$ cat src/rtl/pythag_pkg.sv
// rtl/pythag_pkg.sv - state encoding, default width and latency constants shared by the pythag units
package pythag_pkg;

  typedef enum logic [1:0] {IDLE, SQUARE, ROOT, FINISH} state_e;

  localparam int W_DEFAULT = 8;
  localparam int LAT_OK    = W_DEFAULT + 2;
  localparam int LAT_ERR   = 2;

endpackage

$ cat src/rtl/pythag_leg_if.sv
// rtl/pythag_leg_if.sv - start/busy/done request and result bundle of the leg solver
interface pythag_leg_if #(parameter int W = pythag_pkg::W_DEFAULT);

  logic         start;
  logic [W-1:0] hyp;
  logic [W-1:0] leg_a;
  logic         busy;
  logic         done;
  logic [W-1:0] leg_b;
  logic         err;

  modport master (output start, hyp, leg_a, input busy, done, leg_b, err);
  modport slave  (input start, hyp, leg_a, output busy, done, leg_b, err);

endinterface

$ cat src/rtl/isqrt_step.sv
// rtl/isqrt_step.sv - one combinational restoring square-root iteration
module isqrt_step #(
  parameter int W = 8
) (
  input  logic [W+1:0] rem_in,
  input  logic [W-1:0] root_in,
  input  logic [1:0]   bits_in,
  output logic [W+1:0] rem_out,
  output logic [W-1:0] root_out
);

  logic [W+1:0] rem_sh;
  logic [W+1:0] trial;

  // The remainder never exceeds 2*root, so its top two bits and the root MSB are zero on entry.
  logic unused_hi;
  assign unused_hi = ^{rem_in[W+1:W], root_in[W-1]};

  always_comb begin
    rem_sh = {rem_in[W-1:0], bits_in};
    trial  = {root_in, 2'b01};
    if (rem_sh >= trial) begin
      rem_out  = rem_sh - trial;
      root_out = {root_in[W-2:0], 1'b1};
    end else begin
      rem_out  = rem_sh;
      root_out = {root_in[W-2:0], 1'b0};
    end
  end

endmodule

$ cat src/rtl/pythag_leg_solver.sv
// rtl/pythag_leg_solver.sv - computes B = floor(sqrt(C*C - A*A)) over W+2 cycles
module pythag_leg_solver
  import pythag_pkg::*;
#(
  parameter int W = W_DEFAULT
) (
  input  logic       clk,
  input  logic       rst_n,
  pythag_leg_if.slave bus
);

  localparam int            CW        = (W > 1) ? $clog2(W) : 1;
  localparam logic [CW-1:0] ITER_LAST = CW'(W - 1);

  state_e         state_q, state_d;
  logic [W-1:0]   hyp_q, hyp_d;
  logic [W-1:0]   leg_a_q, leg_a_d;
  logic [2*W-1:0] radicand_q, radicand_d;
  logic [W+1:0]   rem_q, rem_d;
  logic [W-1:0]   root_q, root_d;
  logic [CW-1:0]  iter_q, iter_d;
  logic           busy_q, busy_d;
  logic           done_q, done_d;
  logic [W-1:0]   leg_b_q, leg_b_d;
  logic           err_q, err_d;

  logic [2*W-1:0] c_ext, a_ext, c_sq, a_sq;
  logic [W+1:0]   step_rem;
  logic [W-1:0]   step_root;

  assign c_ext = {{W{1'b0}}, hyp_q};
  assign a_ext = {{W{1'b0}}, leg_a_q};
  assign c_sq  = c_ext * c_ext;
  assign a_sq  = a_ext * a_ext;

  isqrt_step #(.W(W)) u_step (
    .rem_in   (rem_q),
    .root_in  (root_q),
    .bits_in  (radicand_q[2*W-1 -: 2]),
    .rem_out  (step_rem),
    .root_out (step_root)
  );

  always_comb begin
    state_d    = state_q;
    hyp_d      = hyp_q;
    leg_a_d    = leg_a_q;
    radicand_d = radicand_q;
    rem_d      = rem_q;
    root_d     = root_q;
    iter_d     = iter_q;
    busy_d     = busy_q;
    done_d     = 1'b0;
    leg_b_d    = leg_b_q;
    err_d      = err_q;

    case (state_q)
      IDLE: begin
        if (bus.start) begin
          hyp_d   = bus.hyp;
          leg_a_d = bus.leg_a;
          busy_d  = 1'b1;
          state_d = SQUARE;
        end
      end
      SQUARE: begin
        if (leg_a_q > hyp_q) begin
          err_d   = 1'b1;
          leg_b_d = '0;
          busy_d  = 1'b0;
          done_d  = 1'b1;
          state_d = FINISH;
        end else begin
          radicand_d = c_sq - a_sq;
          rem_d      = '0;
          root_d     = '0;
          iter_d     = '0;
          state_d    = ROOT;
        end
      end
      ROOT: begin
        radicand_d = {radicand_q[2*W-3:0], 2'b00};
        rem_d      = step_rem;
        root_d     = step_root;
        iter_d     = iter_q + 1'b1;
        // Results and done are loaded on the edge entering FINISH so they appear with busy low.
        if (iter_q == ITER_LAST) begin
          err_d   = 1'b0;
          leg_b_d = step_root;
          busy_d  = 1'b0;
          done_d  = 1'b1;
          state_d = FINISH;
        end
      end
      FINISH: begin
        state_d = IDLE;
      end
      default: begin
        state_d = IDLE;
      end
    endcase
  end

  always_ff @(posedge clk or negedge rst_n) begin
    if (!rst_n) begin
      state_q    <= IDLE;
      hyp_q      <= '0;
      leg_a_q    <= '0;
      radicand_q <= '0;
      rem_q      <= '0;
      root_q     <= '0;
      iter_q     <= '0;
      busy_q     <= 1'b0;
      done_q     <= 1'b0;
      leg_b_q    <= '0;
      err_q      <= 1'b0;
    end else begin
      state_q    <= state_d;
      hyp_q      <= hyp_d;
      leg_a_q    <= leg_a_d;
      radicand_q <= radicand_d;
      rem_q      <= rem_d;
      root_q     <= root_d;
      iter_q     <= iter_d;
      busy_q     <= busy_d;
      done_q     <= done_d;
      leg_b_q    <= leg_b_d;
      err_q      <= err_d;
    end
  end

  assign bus.busy  = busy_q;
  assign bus.done  = done_q;
  assign bus.leg_b = leg_b_q;
  assign bus.err   = err_q;

endmodule

$ cat src/flat_wrapper.sv
// flat-port wrapper written by rule: the top's interface ports become plain ports
module pythag_leg_solver_flat import pythag_pkg::*;
#(
  parameter int W = W_DEFAULT
)
  (clk, rst_n, bus_start, bus_hyp, bus_leg_a, bus_busy, bus_done, bus_leg_b, bus_err);
  pythag_leg_if #(.W(W)) bus_i ();
  input  logic clk;
  input  logic rst_n;
  input wire logic [$bits(bus_i.start)-1:0] bus_start;
  input wire logic [$bits(bus_i.hyp)-1:0] bus_hyp;
  input wire logic [$bits(bus_i.leg_a)-1:0] bus_leg_a;
  output wire logic [$bits(bus_i.busy)-1:0] bus_busy;
  output wire logic [$bits(bus_i.done)-1:0] bus_done;
  output wire logic [$bits(bus_i.leg_b)-1:0] bus_leg_b;
  output wire logic [$bits(bus_i.err)-1:0] bus_err;
  assign bus_i.start = bus_start;
  assign bus_i.hyp = bus_hyp;
  assign bus_i.leg_a = bus_leg_a;
  assign bus_busy = bus_i.busy;
  assign bus_done = bus_i.done;
  assign bus_leg_b = bus_i.leg_b;
  assign bus_err = bus_i.err;
  pythag_leg_solver #(.W(W)) u_core (.clk(clk), .rst_n(rst_n), .bus(bus_i));
endmodule
$ cat config.mk
export PLATFORM = sky130hd
export DESIGN_NAME = pythag_leg_solver_flat
export DESIGN_NICKNAME = d
export VERILOG_FILES = /design/src/rtl/pythag_pkg.sv /design/src/rtl/pythag_leg_if.sv /design/src/rtl/isqrt_step.sv /design/src/rtl/pythag_leg_solver.sv /design/src/flat_wrapper.sv
export SDC_FILE = /design/constraint.sdc
export NUM_CORES = 1
export LEC_CHECK = 0
export ABC_AREA = 1
export ABC_CLOCK_PERIOD_IN_PS = 6500
export CORE_MARGIN = 2
export CORE_UTILIZATION = 63
export CTS_CLUSTER_DIAMETER = 150
export DETAILED_ROUTE_END_ITERATION = 8
export GPL_ROUTABILITY_DRIVEN = 0
export PLACE_DENSITY = 0.88
export SETUP_SLACK_MARGIN = 0.3
export SKIP_LAST_GASP = 1
export SLEW_MARGIN = 20
export SYNTH_ARGS = -nofsm -noshare
export SYNTH_HDL_FRONTEND = slang
export SYNTH_SLANG_ARGS = --single-unit
$ cat constraint.sdc
create_clock -name clk -period 6.5 [get_ports clk]
set_clock_uncertainty 0.15 [all_clocks]
set_input_delay 1.95 -clock clk [delete_from_list [all_inputs] [get_ports clk]]
set_output_delay 1.95 -clock clk [all_outputs]
set_load 0.01 [all_outputs]
# Word-level counts from Yosys, hierarchy flattened
# Index checks and enable logic that the tools add are counted.
[word_totals]
output_inout_bits = 11
word_cells = 60
inputBits = 19
register_bits = 64
[classes]
mul = 2
n_addsub = 3
eq_ne = 8
reduce_logical = 8
order_cmp = 2
mux = 26
[ops]
columns = ["op", "count"]
rows = [
  ["case mux 8 bit (2 select lines)", 3],
  ["two-way mux 8 bit", 5],
  ["multiplier 8 x 8 -> 16 bit", 2],
  ["case mux 16 bit (2 select lines)", 1],
  ["two-way mux 16 bit", 1],
  ["subtractor 16 bit", 1],
  ["greater-or-equal comparator 10 bit", 1],
  ["greater-than comparator 8 bit", 1],
  ["two-way mux 1 bit", 8],
  ["case mux 2 bit (4 select lines)", 1],
  ["subtractor 8 bit", 1],
  ["case mux 3 bit (2 select lines)", 1],
  ["AND reduction 2 bit", 3],
  ["equality test 2 bit, second input constant", 2],
  ["two-way mux 2 bit", 2],
  ["inequality test 2 x 1 -> 1 bit, second input constant", 2],
  ["inequality test 2 bit, second input constant", 2],
  ["case mux 1 bit (2 select lines)", 2],
  ["AND reduction 4 bit", 1],
  ["adder 3 x 1 -> 3 bit, second input constant", 1],
  ["equality test 3 bit, second input constant", 1],
  ["two-way mux 3 bit", 1],
  ["case mux 1 bit (3 select lines)", 1],
  ["AND reduction 3 bit", 1],
  ["other kinds (4)", 4],
]

# Longest topological paths before layout
[logic_depth]
depth_word = 4
mapped_depth = 26
ltp_nobuf = 25

# Cells and area by module
# From an unflattened synthesis, not the netlist that was laid out.
[hier_totals]
hier_cells = 1041
area_unflattened_um2 = 7796.2
[by_module_without_submodules]
columns = ["module", "cells_per_inst", "n_inst", "area_per_inst_um2"]
rows = [
  ["pythag_leg_solver", 893, 1, 6966.7],
  ["isqrt_step", 148, 1, 829.5],
]

# Least setup slack after synthesis
# OpenSTA, ideal clock, no wires.
[synth_path]
path_kind = "reg2reg"
from = "register u_core.hyp_q[1]"
to = "register u_core.radicand_q[7]"
period_less_slack_ns = 5.217
setup_ns = 0.065
path_stages_with_launch = 23
path_buffers = 1
path_slack_ns = 1.283
arrival_time_ns = 5.003
cell_sequence = "dfrtp_1 -> clkbuf_1 -> nand2_1 -> fa_1 -> fa_1 -> inv_1 -> fa_1 -> fa_1 -> fa_1 -> inv_1 -> fa_1 -> inv_1 -> ha_1 -> nand2_1 -> inv_1 -> nand2_1 -> nand2_1 -> nor2_1 -> xnor2_1 -> nand2_1 -> nand2_1 -> nand2_1 -> nand2_1"
[synth_via]
elab_chain_len = 4
elab_cells_between_ends = 7
cone_classes = "add/sub: 1; mul: 1; order compare: 1; eq/ne: 1; mux: 2; reduce/logical: 1"
[synth_rtl]
columns = ["item", "line_no", "text"]
rows = [
  ["start, declared", "pythag_leg_solver.sv:16", "logic [W-1:0] hyp_q, hyp_d;"],
  ["start signal, assigned", "pythag_leg_solver.sv:119", "hyp_q <= hyp_d;"],
  ["multiplier 8 x 8 -> 16 bit", "pythag_leg_solver.sv:33", "assign c_sq = c_ext * c_ext;"],
  ["subtractor 16 bit", "pythag_leg_solver.sv:74", "radicand_d = c_sq - a_sq;"],
  ["two-way mux 16 bit", "pythag_leg_solver.sv:67", "if (leg_a_q > hyp_q) begin"],
  ["case mux 16 bit (2 select lines)", "pythag_leg_solver.sv:57", "case (state_q)"],
  ["end signal, assigned", "pythag_leg_solver.sv:121", "radicand_q <= radicand_d;"],
  ["end, declared", "pythag_leg_solver.sv:18", "logic [2*W-1:0] radicand_q, radicand_d;"],
]
# Parallel ways exist; a longest one is shown, timed or not. The select of a mux whose other input is x is not followed.
# A chain may end at the register's enable or synchronous reset.

# Worst setup path after layout
[layout_path]
from = "register u_core.hyp_q[0]"
to = "register u_core.radicand_q[7]"
# The elaborated chain is that of the path after synthesis.

==> impl_metrics.csv <==
group,metric,value,unit
run_status,status,"complete, but fails checks",
run_status,violations,"design-rule violations",
yosys,synth_area,7470,um^2
worst_setup_path,r2r_end,"u_core.radicand_q[7]",
final_layout,final_util,70.2,%
yosys,synth.most_common_cell,"nand2_1",
yosys,yosys.area.top_type,"dfrtp_1",
worst_setup_path,end_kind,"flop",
timing,setup_ws,1.00,ns
floorplanning,pin_count,30,
detailed_routing,num_vias,6015,
timing,fmax,182,MHz
global_routing,antenna_found_initial,0,
clocking,htreeDepth,3,
timing,finalHoldViolCount,0,
yosys,yosysSeqAreaShare,21.4,%
worst_setup_path,cpMostUsedCell,"nand2_1",
yosys,synth-edff-count,0,
detailed_routing,viasPerCell,5.33,
timing,setup_viol,0,
floorplanning,dieHeight,113,um
yosys,synth.avg_cell_area,7.73,um^2
worst_setup_path,r2r-start,"u_core.hyp_q[0]",
clocking,cts.path.max_buffers,2,
final_layout,area_delta_synth_final,8.22,%
clocking,clkTransAtPathRegs,0.06,ns
floorplanning,rows,39,
final_layout,diodes,0,
yosys,yosys_warnings,0,
clocking,ctsHoldBuffers,0,
yosys,synth_top_area_share,21.4,%
final_layout,seqCellArea,1600,um^2
final_layout,post_route_cells_drive_above_1_share,5.69,%
worst_setup_path,crit_slowest_cell,"dfrtp_1",
floorplanning,fp.dieW,113,um
min_path,holdPathEnd,"u_core.bus.leg_b[7]",
clocking,cts_resized,0,
clocking,clock-root-buffer,"clkbuf_16",
detailed_routing,firstDrtPassIters,7,
worst_setup_path,slowest_delay,0.58,ns
yosys,async_reset_ff_share,100,%
clocking,cts_made_buffers,9,
timing,fin_hold_ws,0.330,ns
clocking,clk_latency,0.34,ns
timing,fin_crit_sh,84.6,%
placement,portBuffers,29,
worst_setup_path,cp-start-kind,"flop",
global_routing,grt_pass1_vias,6269,
min_path,worstHoldStart,"u_core.bus.leg_b[7]",
placement,pre_cts_ws,1.04,ns
detailed_routing,wirelength,15800,um
global_routing,overflow,0,
worst_setup_path,critPathKind,"reg -> reg",
global_routing,grt_max_degree,65,
timing,worst_pin_slew,1.07,ns
worst_setup_path,r2r_cells,21,
worst_setup_path,required,6.62,ns
yosys,ys_types,40,
placement,dp_hpwl,12200,um
worst_setup_path,cp.arrival,5.62,ns
detailed_routing,antenna_left,0,
timing,tns,0,ns
yosys,ys_seq_elements,64,
floorplanning,die-area,12700,um^2
detailed_routing,post_drt_wl_per_cell,14.0,um
final_layout,num-nets-final,1157,
worst_setup_path,crit_chain,"nand2_1 > fa_1 > fa_1 > inv_1 > fa_1 > fa_1 > fa_1 > inv_1 > fa_1 > inv_1 > ha_1 > nand2_1 > inv_1 > nand2_1 > nand2_1 > nor2_1 > xnor2_1 > nand2_1 > nand2_1 > nand2_1 > nand2_1",
clocking,cts.sinks,64,
global_routing,grt_pass1_wl,28000,um
min_path,hold_depth,2,
detailed_routing,drcViolationCount,3,
timing,relSlewSlack,28.4,%
final_layout,multi_input_area,4860,um^2
worst_setup_path,rrSetupSlack,1.00,ns
yosys,netlist_instances,967,
timing,slew_viol_final,0,
detailed_routing,drt_iter0_drc,394,
global_routing,grt.total_usage,27.6,%
clocking,cts_setup_buffers,0,
clocking,cts_tree,"done",
yosys,syn-num-nets,1144,
timing,period_needed,5.50,ns
yosys,synth_area_leaders,"dfrtp_1, fa_1, nand2_1",
yosys,netlist_top_cells_count,"nand2_1, inv_1, fa_1, ha_1, dfrtp_1",
worst_setup_path,path_max_fanout,10,
yosys,ys.flop_type,"dfrtp_1",
min_path,hold_path.class,"reg -> reg",
final_layout,fillers,878,
flow_run,drv_cap,0,
timing,rsz0062_at_grt,"false",
floorplanning,start_util,64.9,%
floorplanning,coreArea,11500,um^2
==> area by class of cell <==
class                           count  share of cell area (%)
Multi-Input combinational cell    652                    60.1
Inverter                          222                    10.4
Sequential cell                    64                    19.8
Timing Repair Buffer               31                    3.71
Clock buffer                       10                    2.95
Clock inverter                      6                   0.851
Tap cell                          143                    2.21
==> per-stage QoR <==
step                      cells  area, um^2
after floorplan             967        7470
after global placement     1112        7780
after detailed placement   1112        7780
after CTS                  1128        8090
after global routing       1128        8090
final                      1128        8090
==> layer usage <==
| layer | up-vias | global-route usage (%) | routed length, um |
|---|---|---|---|
| met1 | 2852 | 35.7 | 6630 |
| met5 | - | 0 | 0 |
| li1 | 2932 | - | - |
| met2 | 190 | 47.2 | 7700 |
| met3 | 41 | 5.25 | 1010 |
| met4 | 0 | 9.02 | 415 |
==> cell families (layout without fill, tap and decap cells) <==
| family | after synthesis | count (layout) | share of synthesized area, % |
|---|---|---|---|
| xor+xnor | 12 | 12 | 1.41 |
| mux | 3 | 3 | 0.452 |
| other cells | 1 | 1 | 0.0502 |
| buf+inv | 251 | 269 | 13.5 |
| flops | 64 | 64 | 21.4 |
| fa+ha+maj | 158 | 158 | 34.4 |
| compound gates | 71 | 71 | 5.69 |
| simple gates | 407 | 407 | 23.1 |
==> registers in the layout (all words and copies together), names as in the netlist <==
signal             count
u_core.leg_a_q         8
u_core.bus.err         1
u_core.root_q          8
u_core.bus.busy        1
u_core.state_q         2
u_core.radicand_q     16
u_core.bus.done        1
u_core.hyp_q           8
u_core.rem_q           8
u_core.bus.leg_b       8
u_core.iter_q          3
==> worst max-delay path, delay by kind of cell, from the launching register on <==
family | cells | cell delay, ns
fa+ha+maj | 7 | 3.46
xor+xnor | 1 | 0.15
simple gates | 9 | 0.88
buf+inv | 4 | 0.21
flops | 1 | 0.58
==> cell usage in the layout (no fill, tap or decap), types with 6 or more instances in the layout <==
cell and n:
nand2_1 276, inv_1 215, fa_1 79, ha_1 79, dfrtp_1 64, nor2_1 55
nand3_1 37, a21oi_1 30, clkdlybuf4s50_1 28, nand4_1 16, o21ai_0 13, o21ai_2 10
o21ai_1 9, clkbuf_16 9, xnor2_1 7, nand2_2 6
==> how the worst max path moves through the flow <==
stage / start / end / slack [ns] / cells past startpoint
after global routing: u_core.hyp_q[0] / u_core.radicand_q[7] / 0.65 / 21
after CTS: u_core.hyp_q[0] / u_core.radicand_q[7] / 1.01 / 21
after detailed placement: u_core.leg_a_q[7] / u_core.radicand_q[15] / 1.04 / 19
final: u_core.hyp_q[0] / u_core.radicand_q[7] / 1.00 / 21
after global placement: u_core.leg_a_q[7] / u_core.radicand_q[15] / 1.08 / 19
after floorplan: u_core.hyp_q[1] / u_core.radicand_q[7] / 1.28 / 22
Power is not shown: default switching activity piles up to over one toggle a cycle in this logic, so the estimate is an artifact.
